## src/rtl/mem_access_ctrl.sv

```systemverilog
// Memory-stage sequencer: issues data-memory strobes, stalls the pipeline on
// outstanding accesses, bubbles MEM/WB, and halts on timeout/illegal/faulted access.
module mem_access_ctrl #(
    parameter int TO_CYCLES = 16,
    parameter int CW        = 5
) (
    input  logic clk,
    input  logic rst,
    input  logic memRead_XM,
    input  logic memWrite_XM,
    input  logic HALT_XM,
    input  logic mem_stall,
    input  logic mem_done,
    input  logic mem_err,
    output logic mem_rd,
    output logic mem_wr,
    output logic stall_pipe,
    output logic en,
    output logic data_en,
    output logic bubble_MWB,
    output logic err_data,
    output logic halted
);

    typedef enum logic [1:0] {
        S_IDLE   = 2'd0,
        S_WAIT   = 2'd1,
        S_HALTED = 2'd2
    } state_e;

    localparam logic [CW-1:0] CNT_LAST = CW'(TO_CYCLES - 1);
    localparam logic [CW-1:0] CNT_ONE  = CW'(1);

    state_e        state_q, state_d;
    logic [CW-1:0] cnt_q, cnt_d;

    logic illegal, access, timeout;

    assign illegal = memRead_XM & memWrite_XM;
    assign access  = memRead_XM ^ memWrite_XM;
    assign timeout = (cnt_q == CNT_LAST) & ~mem_done;

    always_ff @(posedge clk or negedge rst) begin
        if (!rst) begin
            state_q <= S_IDLE;
            cnt_q   <= '0;
        end else begin
            state_q <= state_d;
            cnt_q   <= cnt_d;
        end
    end

    always_comb begin
        state_d = state_q;
        cnt_d   = cnt_q;
        case (state_q)
            S_IDLE: begin
                if (illegal) begin
                    state_d = S_HALTED;
                end else if (access) begin
                    if (!mem_stall) begin
                        if (mem_done) begin
                            if (mem_err || HALT_XM) state_d = S_HALTED;
                        end else begin
                            state_d = S_WAIT;
                            cnt_d   = '0;
                        end
                    end
                end else if (HALT_XM) begin
                    state_d = S_HALTED;
                end
            end
            S_WAIT: begin
                if (mem_done) begin
                    state_d = (mem_err || HALT_XM) ? S_HALTED : S_IDLE;
                    cnt_d   = '0;
                end else if (timeout) begin
                    state_d = S_HALTED;
                    cnt_d   = '0;
                end else begin
                    // timeout fires before the top value, so this never wraps
                    cnt_d = cnt_q + CNT_ONE;
                end
            end
            S_HALTED: state_d = S_HALTED;
            default: begin
                state_d = S_IDLE;
                cnt_d   = '0;
            end
        endcase
    end

    always_comb begin
        mem_rd     = 1'b0;
        mem_wr     = 1'b0;
        stall_pipe = 1'b0;
        en         = 1'b1;
        data_en    = 1'b0;
        bubble_MWB = 1'b0;
        err_data   = 1'b0;
        halted     = 1'b0;
        case (state_q)
            S_IDLE: begin
                if (illegal) begin
                    err_data = 1'b1;
                end else if (access) begin
                    mem_rd = memRead_XM;
                    mem_wr = memWrite_XM;
                    if (!mem_stall && mem_done) begin
                        data_en  = memRead_XM;
                        err_data = mem_err;
                    end else begin
                        stall_pipe = 1'b1;
                        bubble_MWB = 1'b1;
                    end
                end
            end
            S_WAIT: begin
                if (mem_done) begin
                    data_en  = memRead_XM;
                    err_data = mem_err;
                end else if (timeout) begin
                    stall_pipe = 1'b1;
                    err_data   = 1'b1;
                end else begin
                    stall_pipe = 1'b1;
                    bubble_MWB = 1'b1;
                end
            end
            S_HALTED: begin
                stall_pipe = 1'b1;
                en         = 1'b0;
                halted     = 1'b1;
            end
            default: ;
        endcase
        // reset overrides everything, including the default-high enable
        if (!rst) begin
            mem_rd     = 1'b0;
            mem_wr     = 1'b0;
            stall_pipe = 1'b0;
            en         = 1'b0;
            data_en    = 1'b0;
            bubble_MWB = 1'b0;
            err_data   = 1'b0;
            halted     = 1'b0;
        end
    end

endmodule

```

## config.mk

```make
export PLATFORM = sky130hd
export DESIGN_NAME = mem_access_ctrl
export DESIGN_NICKNAME = d
export VERILOG_FILES = /design/src/rtl/mem_access_ctrl.sv
export SDC_FILE = /design/constraint.sdc
export NUM_CORES = 1
export LEC_CHECK = 0
export CELL_PAD_IN_SITES_DETAIL_PLACEMENT = 1
export CELL_PAD_IN_SITES_GLOBAL_PLACEMENT = 1
export CORE_MARGIN = 1.5
export CORE_UTILIZATION = 34
export DETAILED_ROUTE_END_ITERATION = 10
export PLACE_DENSITY = 0.78
export SLEW_MARGIN = 20
export SYNTH_ARGS = -nofsm -noshare
export SYNTH_HDL_FRONTEND = slang
export SYNTH_SLANG_ARGS = --single-unit
```

## constraint.sdc

```tcl
create_clock -name clk -period 2 [get_ports clk]
set_clock_uncertainty 0.15 [all_clocks]
set_input_delay 0.2 -clock clk [delete_from_list [all_inputs] [get_ports clk]]
set_output_delay 0.2 -clock clk [all_outputs]
set_load 0.1 [all_outputs]
```

==> run_results.csv <==
group,metric,value,unit
sta,setup_viol,4,
pwr,switching_share,29.4,%
placed_design,port_buffers,15,
route,drtIter0Drc,14,
die,die_w,45.2,microns
pwr,p_int,264,uW
placed_design,place_inst,116,
global_routing,grt_max_degree,13,
route,first_pass_iters,4,
sta,final_hold_viol_count,0,
pwr,peakVddDrop,0.000369,V
global_routing,overflow,0,
sta,whs,0.139,ns
route,wirelength,2690,microns
cts,cts.sink_count,7,
route,wire_per_inst,20.9,microns
route,drc,0,
critical_path,start_kind,"flip-flop",
sta,maxSlewHeadroom,74.9,%
logic_synthesis,synthesis.area,607,sq um
pwr,p_switching,110,uW
logic_synthesis,yosys-top-cells-area,"dfrtp_1, ha_1, nor4_4, nor2_1, a21oi_1",
critical_path,crit_type,"flip-flop to output pin",
sta,period_share,104,%
outcome,violations,"setup timing",
sta,drv_slew,0,
global_routing,grt_pass1_wl,3800,microns
pwr,p_clk_share,34.8,%
logic_synthesis,synth_top_area_share,28.9,%
pwr,pwr-share-comb,26.6,%
logic_synthesis,avgSynthCellArea,9.06,sq um
global_routing,antenna_found_initial,0,
cts,cts_inserted_buffers,3,
critical_path,cp_max_fo,4,
logic_synthesis,yosysTopAreaCell,"dfrtp_1",
layout,fill_cells,177,
critical_path,cp.required,1.65,ns
layout,synthToLayoutAreaGrowth,87.6,%
cts,holdBufCountCts,0,
critical_path,slowest_stage,"dfrtp_1",
die,start_util,35.5,%
critical_path,max_stage_delay,0.41,ns
cts,cts-root-buf,"clkbuf_4",
critical_path,worst_setup_path_end_kind,"output pin",
cts,insertion_delay,0.26,ns
critical_path,crit_family,"compound AO/OA/AOI/OAI gates",
critical_path,crit_chain,"ha_4 > nand4b_1 > o211ai_1 > o311a_4 > buf_12",
route,viasPerCell,5.53,
die,die-area,2050,sq um
global_routing,grt_pass1_vias,732,
global_routing,track_usage,27.1,%
pwr,pwr-share-seq,38.6,%
logic_synthesis,yosysWarningCount,0,
critical_path,cp_num_buf_inv,1,
layout,drive_gt1_share,51.9,%
sta,rsz0062_at_grt,"true",
sta,fin_ws,-0.0853,ns
layout,layout.nets,117,
die,die_h,45.2,microns
pwr,leakage,0.000464,uW
sta,tightest_slew,0.375,ns
logic_synthesis,syn_nets,79,
job,max_cap_violations,0,
placed_design,place_congestion,0.793,
cts,h-tree-depth,1,
route,via_count,714,
cts,cts_tree,"built",
sta,fmax,480,MHz
cts,path_clk_slew,0.05,ns
logic_synthesis,synthCells,67,
placed_design,dpl.hpwl,1550,microns
cts,clockBufferDepth,2,
layout,n_antenna_cell,0,
critical_path,cp.arrival,1.74,ns
outcome,status,"finished with violations",
layout,final-seq-area,179,sq um
pwr,p_total,373,uW
layout,multi_input_area,498,sq um
logic_synthesis,synth_edf_count,0,
die,core,1710,sq um
die,row_count,15,
logic_synthesis,synthFlopType,"dfrtp_1",
route,ant_nets,0,
worst_hold_path,hold_class,"input port to asynchronous set/reset pin",
layout,final_cells,129,
logic_synthesis,synth_seq_area_share,28.9,%
die,io_pins,16,
pwr,power_density,328,nW/um^2
logic_synthesis,yosysUniqueCellTypes,33,
layout,postLayoutCoreUtil,66.7,%
sta,post-route-min-period,2.09,ns
logic_synthesis,async_flop_share,100,%
logic_synthesis,synth_seq_cells,7,
[power by group through the flow]
stage | Sequential [uW] | Clock, uW | Combinational, uW
after CTS | 143 | 134 | 93.3
after global placement | 146 | 0 | 84.0
after floorplan | 146 | 0 | 37.2
final | 144 | 130 | 99.4
after global routing | 144 | 144 | 104
after detailed placement | 146 | 0 | 86.9
[synth_stat cells (all sizes together) (3+ instances only)]
cell and instances:
nor2 6, inv 4, buf 3, ha 4, dfrtp 7, nand2 3, nand3 3, a21oi 5
and2 3
[path summary, 6_finish.rpt]
kind,cells after the start,startpoint,slack [ns],endpoint
min,2,rst,0.14,cnt_q[3]
max in group asynchronous,2,rst,1.40,cnt_q[1]
min reg2reg,1,cnt_q[4],0.40,cnt_q[4]
max,5,cnt_q[0],-0.09,err_data
max reg2reg,4,state_q[1],0.26,cnt_q[3]
min in group clk,1,cnt_q[4],0.40,cnt_q[4]
[timing repair]
| item | in CTS | in global routing |
|---|---|---|
| gates resized for setup | 13 | 6 |
| setup endpoints to repair | 5 | 4 |
| cloned | 0 | 0 |
| buffers inserted | 5 | 4 |
| pin swaps | 6 | 6 |
[cells in the final DEF (no fill, tap or decap), types with 3 or more instances in the layout]
cell             netlist  layout
buf_4                  0      20
buf_12                 0       8
nor2_1                 6       5
clkdlybuf4s50_1        0       5
inv_1                  4       4
dfrtp_1                7       4
and2_1                 3       3
nand3_1                3       3
a21oi_1                4       3
clkbuf_4               0       3
dfrtp_2                0       3
[flip-flops by register name, summed over array words and instances (netlist names)]
name / cells
state_q: 2
cnt_q: 5
[layout make-up]
class	instances	share of cell area, %
Clock buffer	4	2.31
Inverter	4	1.32
Multi-Input combinational cell	53	43.7
Sequential cell	7	15.7
Tap cell	25	2.75
Timing Repair Buffer	36	34.2
[routing by layer]
metal | share of wire (%) | up-vias | track usage (%) | routed length [microns]
met2 | 52 | 34 | 48.3 | 1390
met1 | 39 | 350 | 30.0 | 1050
met3 | 5.0 | 13 | 6.40 | 135
met4 | 4.4 | 0 | 12.4 | 119
li1 | - | 317 | - | -
met5 | 0 | - | 0 | 0
[worst register-to-register path, cell delays in order (launching register included)]
cell and delay (ns):
dfrtp_2 0.48, buf_4 0.19, nor4_4 0.30, a21oi_2 0.14, a221o_1 0.36
[cells by family after synthesis]
logic type	after synthesis	synth area share, %
AOI/OAI and AO/OA	19	23.1
adders and majority gates	4	8.25
buffers and inverters	7	5.98
DFF	7	28.9
muxes	1	1.86
and+or+nand+nor	29	32.0
[per-stage QoR]
| step | setup slack [ns] | setup TNS [ns] | area, sq um |
|---|---|---|---|
| 3_3_place_gp | -0.257 | -1.54 | 963 |
| 2_1_floorplan | -0.296 | -0.296 | 633 |
| 4_1_cts | 0.00717 | 0 | 1070 |
| 3_5_place_dp | -0.401 | -2.37 | 963 |
| 5_1_grt | -0.124 | -0.385 | 1140 |
| 6_report | -0.0853 | -0.198 | 1140 |
(Power assumes the default switching activity.)
